File: src/rtl/teclado_scanner_if.sv
// Keypad-side bundle: row sense in, column drive, accepted key code and detect strobe out.
// The scanner takes the master view; the keypad/consumer side takes the slave view.
interface teclado_scanner_if;
    logic [3:0] filas_i;
    logic [3:0] columnas_o;
    logic [3:0] teclado_o;
    logic       key_detect_o;

    modport master (input filas_i, output columnas_o, teclado_o, key_detect_o);
    modport slave  (output filas_i, input columnas_o, teclado_o, key_detect_o);
endinterface

File: src/rtl/teclado_scanner.sv
// 4x4 keypad scanner with debouncer; TECLADO_AUTOREPEAT_EN adds held-key auto-repeat pulses.
// Pulse <= (4+DEBOUNCE_SAMPLES)*SCAN_TICKS+3 cycles after a stable press; no backpressure.
module teclado_scanner #(
    parameter int SCAN_TICKS       = 1000,
    parameter int DEBOUNCE_SAMPLES = 8,
    parameter int REPEAT_SAMPLES   = 400
) (
    input logic               clk_i,
    input logic               reset_i,
    teclado_scanner_if.master bus
);
    if (SCAN_TICKS < 4 || DEBOUNCE_SAMPLES < 2 || REPEAT_SAMPLES < 1) begin : g_param_check
        $error("teclado_scanner: illegal parameter value");
    end

    localparam int TW = $clog2(SCAN_TICKS);
    localparam int DW = $clog2(DEBOUNCE_SAMPLES + 1);
    localparam logic [TW-1:0] TICK_LAST = TW'(SCAN_TICKS - 1);
    localparam logic [DW-1:0] DEB_LAST  = DW'(DEBOUNCE_SAMPLES - 1);

    typedef enum logic [1:0] {SCAN, DEBOUNCE, PRESSED, RELEASE} state_t;

    state_t        state, state_nxt;
    logic [3:0]    sync_q, filas_s;
    logic [TW-1:0] tick_cnt;
    logic [DW-1:0] stab_cnt;
    logic [3:0]    pat_q;
    logic [1:0]    row_q, col_q;
    logic [3:0]    teclado_q;
    logic          key_detect_q;
    logic          sample, any_low, match;
    logic          capture, advance, accept, repeat_hit, pulse;

    function automatic logic [3:0] key_code(input logic [1:0] row, input logic [1:0] col);
        logic [3:0] code;
        code = 4'h0;
        unique case ({row, col})
            4'h0: code = 4'h1;  4'h1: code = 4'h2;  4'h2: code = 4'h3;  4'h3: code = 4'hA;
            4'h4: code = 4'h4;  4'h5: code = 4'h5;  4'h6: code = 4'h6;  4'h7: code = 4'hB;
            4'h8: code = 4'h7;  4'h9: code = 4'h8;  4'hA: code = 4'h9;  4'hB: code = 4'hC;
            4'hC: code = 4'hE;  4'hD: code = 4'h0;  4'hE: code = 4'hF;  4'hF: code = 4'hD;
        endcase
        return code;
    endfunction

    function automatic logic [1:0] low_row(input logic [3:0] rows);
        logic [1:0] r;
        r = 2'd0;
        for (int i = 3; i >= 0; i--) begin
            if (!rows[i]) r = 2'(i);
        end
        return r;
    endfunction

    // Rows idle high, so the synchronizer resets to all-released.
    always_ff @(posedge clk_i or negedge reset_i) begin
        if (!reset_i) begin
            sync_q  <= 4'hF;
            filas_s <= 4'hF;
        end else begin
            sync_q  <= bus.filas_i;
            filas_s <= sync_q;
        end
    end

    always_ff @(posedge clk_i or negedge reset_i) begin
        if (!reset_i)                 tick_cnt <= '0;
        else if (tick_cnt == TICK_LAST) tick_cnt <= '0;
        else                          tick_cnt <= tick_cnt + 1'b1;
    end

    assign sample  = (tick_cnt == TICK_LAST);
    assign any_low = (filas_s != 4'hF);
    assign match   = (filas_s == pat_q);

    always_ff @(posedge clk_i or negedge reset_i) begin
        if (!reset_i) state <= SCAN;
        else          state <= state_nxt;
    end

    always_comb begin
        state_nxt = state;
        if (sample) begin
            unique case (state)
                SCAN:     if (any_low) state_nxt = DEBOUNCE;
                DEBOUNCE: if (!match) state_nxt = SCAN;
                          else if (stab_cnt == DEB_LAST) state_nxt = PRESSED;
                PRESSED:  if (!any_low) state_nxt = RELEASE;
                RELEASE:  if (any_low) state_nxt = PRESSED;
                          else if (stab_cnt == DEB_LAST) state_nxt = SCAN;
            endcase
        end
    end

    always_comb begin
        capture = sample && (state == SCAN) && any_low;
        accept  = sample && (state == DEBOUNCE) && match && (stab_cnt == DEB_LAST);
        advance = sample && (((state == SCAN) && !any_low) ||
                             ((state == DEBOUNCE) && !match) ||
                             ((state == RELEASE) && !any_low && (stab_cnt == DEB_LAST)));
        pulse   = accept || repeat_hit;
    end

    // Counts matching samples in DEBOUNCE and all-high samples in RELEASE; saturates at the limit.
    always_ff @(posedge clk_i or negedge reset_i) begin
        if (!reset_i) begin
            stab_cnt <= '0;
        end else if (sample) begin
            unique case (state)
                SCAN:     stab_cnt <= '0;
                DEBOUNCE: if (match && stab_cnt != DEB_LAST) stab_cnt <= stab_cnt + 1'b1;
                PRESSED:  stab_cnt <= any_low ? '0 : DW'(1);
                RELEASE:  if (any_low) stab_cnt <= '0;
                          else if (stab_cnt != DEB_LAST) stab_cnt <= stab_cnt + 1'b1;
            endcase
        end
    end

    always_ff @(posedge clk_i or negedge reset_i) begin
        if (!reset_i) begin
            col_q        <= 2'd0;
            pat_q        <= 4'hF;
            row_q        <= 2'd0;
            teclado_q    <= 4'h0;
            key_detect_q <= 1'b0;
        end else begin
            key_detect_q <= pulse;
            if (advance) col_q <= col_q + 1'b1;
            if (capture) begin
                pat_q <= filas_s;
                row_q <= low_row(filas_s);
            end
            if (accept) teclado_q <= key_code(row_q, col_q);
        end
    end

`ifdef TECLADO_AUTOREPEAT_EN
    localparam int RW = $clog2(REPEAT_SAMPLES + 1);
    localparam logic [RW-1:0] REP_LAST = RW'(REPEAT_SAMPLES - 1);
    logic [RW-1:0] rep_cnt;

    always_ff @(posedge clk_i or negedge reset_i) begin
        if (!reset_i) begin
            rep_cnt <= '0;
        end else if (sample) begin
            if (state != PRESSED || !any_low || rep_cnt == REP_LAST) rep_cnt <= '0;
            else                                                   rep_cnt <= rep_cnt + 1'b1;
        end
    end

    assign repeat_hit = sample && (state == PRESSED) && any_low && (rep_cnt == REP_LAST);
`else
    assign repeat_hit = 1'b0;
`endif

    assign bus.columnas_o   = ~(4'b0001 << col_q);
    assign bus.teclado_o    = teclado_q;
    assign bus.key_detect_o = key_detect_q;
endmodule

File: src/flat_wrapper.sv
// flat-port wrapper written by rule: the top's interface ports become plain ports
module teclado_scanner_flat 
#(
    parameter int SCAN_TICKS       = 1000,
    parameter int DEBOUNCE_SAMPLES = 8,
    parameter int REPEAT_SAMPLES   = 400
)
  (clk_i, reset_i, bus_filas_i, bus_columnas_o, bus_teclado_o, bus_key_detect_o);
  teclado_scanner_if bus_i ();
  input logic clk_i;
  input logic reset_i;
  input wire logic [$bits(bus_i.filas_i)-1:0] bus_filas_i;
  output wire logic [$bits(bus_i.columnas_o)-1:0] bus_columnas_o;
  output wire logic [$bits(bus_i.teclado_o)-1:0] bus_teclado_o;
  output wire logic [$bits(bus_i.key_detect_o)-1:0] bus_key_detect_o;
  assign bus_i.filas_i = bus_filas_i;
  assign bus_columnas_o = bus_i.columnas_o;
  assign bus_teclado_o = bus_i.teclado_o;
  assign bus_key_detect_o = bus_i.key_detect_o;
  teclado_scanner #(.SCAN_TICKS(SCAN_TICKS), .DEBOUNCE_SAMPLES(DEBOUNCE_SAMPLES), .REPEAT_SAMPLES(REPEAT_SAMPLES)) u_core (.clk_i(clk_i), .reset_i(reset_i), .bus(bus_i));
endmodule
File: config.mk
export PLATFORM = sky130hd
export DESIGN_NAME = teclado_scanner_flat
export DESIGN_NICKNAME = d
export VERILOG_FILES = /design/src/rtl/teclado_scanner_if.sv /design/src/rtl/teclado_scanner.sv /design/src/flat_wrapper.sv
export SDC_FILE = /design/constraint.sdc
export NUM_CORES = 1
export LEC_CHECK = 0
export ABC_CLOCK_PERIOD_IN_PS = 2110
export CAP_MARGIN = 20
export CORE_ASPECT_RATIO = 1.25
export CORE_MARGIN = 5
export CORE_UTILIZATION = 60
export CTS_BUF_LIST = sky130_fd_sc_hd__clkbuf_4 sky130_fd_sc_hd__clkbuf_8
export CTS_CLUSTER_DIAMETER = 200
export DETAILED_ROUTE_END_ITERATION = 12
export PLACE_DENSITY = 0.78
export SYNTH_ARGS = -nofsm -noshare
export SYNTH_HDL_FRONTEND = slang
export SYNTH_SLANG_ARGS = --single-unit
File: constraint.sdc
create_clock -name clk_i -period 2.11 [get_ports clk_i]
set_input_delay 0.633 -clock clk_i [delete_from_list [all_inputs] [get_ports clk_i]]
set_output_delay 0.633 -clock clk_i [all_outputs]
set_load 0.03 [all_outputs]
==> metrics <==
status=finished, final reports clean; Yosys cell types=44; Detailed Route Iter0 Violations=59; Hold WC Path Type=flop to flop; final slew viol count=0; unrepaired setup endpoints after global routing=no; Critical Path Slowest Stage Cell=dfrtp_1; Final Hold Fails=0; TritonCTS clock tree=built; Worst IR Drop VDD=around 630 uV; Slew @ Worst Pin=~480 ps; Final period util=a little over nine tenths; Most used DFF post-synth=dfrtp_1; drc violations=0; CTS Buffer Depth=2; Die X-Extent=between 60 and 70 um; CORE AREA=between 3000 and 4000 um^2; post-synth top area share=32.8%; crit path cell chain=ha_1, inv_1, dlygate4sd2_1; hold_sp=u_core.sync_q[1]$_DFF_PN1_; CP bufs+invs=2; Seq/Total Area, Yosys=roughly half; Synth area leader=dfrtp_1; clk_skew=between 4 and 5 ps; count leader, synth=dfrtp_1; f_max=around 500 MHz; grt total ovfl=0; initial antenna violation count=0; share of layout cells above drive strength 1=between 20% and 30%; Min-Delay Endpoint=u_core.filas_s[1]$_DFF_PN1_; IO Pins=15; Final Util=a little under three quarters; DIE AREA=~4400 um^2; r2r setup slk=roughly 110 ps; syn_nets=~190; Placer Congestion=0.856; Layout area overhead=18.4%; Final #Nets=between 200 and 250; FFs w/ async S/R, synth=between 90% and 100%; Crit Path Category=flop to output port; total CTS buffers=5; Pre-antenna DRT Iters=4; H-tree depth=2; register bit total from synthesis=37; power density cells=666 nW/um^2; Die Y=roughly 73 um; slowest stage delay, CP=between 400 and 500 ps; RR Endpoint=u_core.bus.teclado_o[3]$_DFFE_PN0P_; final hold slack=roughly 360 ps; largest net degree at the start of global routing=38; Syn Area/Cell=roughly 11 um^2; Routed Antenna Nets=0; crit path max fanout=5; Area contributors post-synth=dfrtp_1, dfstp_2, mux2_2, ha_1, xnor2_1; Post-synth EDFFs=0; Max-Cap Viols=0; Yosys warnings=0; worst-case reg-to-reg path depth=5; Clock Pin Slew Worst Setup and Hold Paths=around 80 ps; ANT cells=0; post-synthesis cell area=~1900 um^2; synth cell count leaders=dfrtp_1, dfstp_2, inv_1, nor2_1, mux2_2; WP data required=1480 ps; wire length per cell=approximately 16 um; worst skew pair latency=about 290 ps; first-pass GRT wire length=6.19 mm; CTS sink cnt=37; Post-Synthesis Cells=~170; number of global-route vias before repair=1,387; leakage=0.949 nW; initial cell density of the core=slightly above 60%; HPWL Detailed=roughly 2.7 mm; Final setup viols=0; delay-heaviest family, CP=flip-flops; Final Critical Period=between 2000 and 2500 ps; Hold Crit Depth=0; Vias=1,422; drt via density=6.08; Routed WL=around 3.7 mm; Worst slew margin=approximately two thirds; CP startpoint kind=flop; root buffer cell=clkbuf_8; crit path capture type=output port; critical path arrival=between 1000 and 1500 ps; std cell rows=23; all-layer global routing usage=18.9%; Fin Setup TNS=0 ps; Port Buf Inserts=14; Critical R2R Launch=u_core.tick_cnt[0]$_DFF_PN0_
[registers in the layout, summed over array words and instances (netlist names)]
| register | count |
|---|---|
| u_core.row_q | 2 |
| u_core.bus.teclado_o | 4 |
| u_core.col_q | 2 |
| u_core.bus.key_detect_o | 1 |
| u_core.sync_q | 4 |
| u_core.stab_cnt | 4 |
| u_core.pat_q | 4 |
| u_core.tick_cnt | 10 |
| u_core.filas_s | 4 |
| u_core.state | 2 |
[area by class of cell]
cell class / count / area (um^2)
flip-flops and latches: 37 / 941
multi-input cells: 118 / 896
fillers: 232 / 878
repair buffers: 23 / 196
clock buffers: 5 / 68.8
clock inverters: 3 / 68.8
well taps: 37 / 46.3
inverters: 11 / 41.3
[cell usage in the layout (no fill, tap or decap), types with 3 or more instances in the layout]
master,count
a21oi_1,6
and3_1,4
buf_4,11
clkbuf_8,5
clkdlybuf4s50_1,10
dfrtp_1,25
dfstp_2,12
ha_1,8
inv_1,11
mux2_2,9
nand2_1,8
nand2b_1,3
nand3_1,6
nand4_1,4
nand4b_1,4
nor2_1,11
nor3_1,6
o21ai_0,7
o31ai_1,3
xnor2_1,6
xor2_1,4
[metrics by stage]
step | power [mW] | instances | instance area, um^2 | worst slack [ps]
3_3_place_gp | 0.778 | 226 | 2130 | 120
2_1_floorplan | 0.752 | 173 | 1910 | 300
5_1_grt | 1.56 | 234 | 2260 | 1.04
3_5_place_dp | 0.780 | 226 | 2130 | 74.3
4_1_cts | 1.52 | 234 | 2260 | 25.9
6_report | 1.50 | 234 | 2260 | 103
[worst max path at each step]
stage | start | end | slack [ps] | cells past startpoint
after global placement | u_core.col_q[1]$_DFFE_PN0P_ | bus_columnas_o[1] | 120 | 4
after floorplan | u_core.tick_cnt[0]$_DFF_PN0_ | u_core.bus.teclado_o[0]$_DFFE_PN0P_ | 300 | 5
after detailed placement | u_core.col_q[1]$_DFFE_PN0P_ | bus_columnas_o[1] | 70 | 4
after global routing | u_core.tick_cnt[0]$_DFF_PN0_ | u_core.bus.teclado_o[2]$_DFFE_PN0P_ | 1 | 5
final | u_core.col_q[0]$_DFFE_PN0P_ | bus_columnas_o[3] | 100 | 3
after CTS | u_core.col_q[1]$_DFFE_PN0P_ | bus_columnas_o[1] | 30 | 4
[layer usage]
metal / part of all wire [%] / GRT usage, % / routed length, um
met1: 39 / 21.2 / 1480
met5: 0 / 0 / 0
met3: 4.5 / 4.25 / 167
met2: 54 / 34.0 / 2030
met4: 1.9 / 7.23 / 70
[cells by family after synthesis]
group | count (synthesis) | share of synthesized area, %
compound gates | 32 | 12.2
xor+xnor | 10 | 4.59
fa+ha+maj | 8 | 5.25
buf+inv | 18 | 3.74
flops | 37 | 49.3
mux | 12 | 7.54
simple gates | 56 | 17.4
[timing repair]
action,in CTS,in global routing
pin swaps,0,0
hold buffers,0,0
endpoints found under the hold margin,0,0
endpoints found under the setup margin,2,1
setup buffers,0,0
resized for setup,2,2
[where the power goes]
part / leakage [nW] / switching, mW / internal, mW
Clock: 0.0687 / 0.261 / 0.476
Sequential: 0.460 / 0.00638 / 0.723
Combinational: 0.420 / 0.0228 / 0.0143
(Power assumes the default switching activity.)
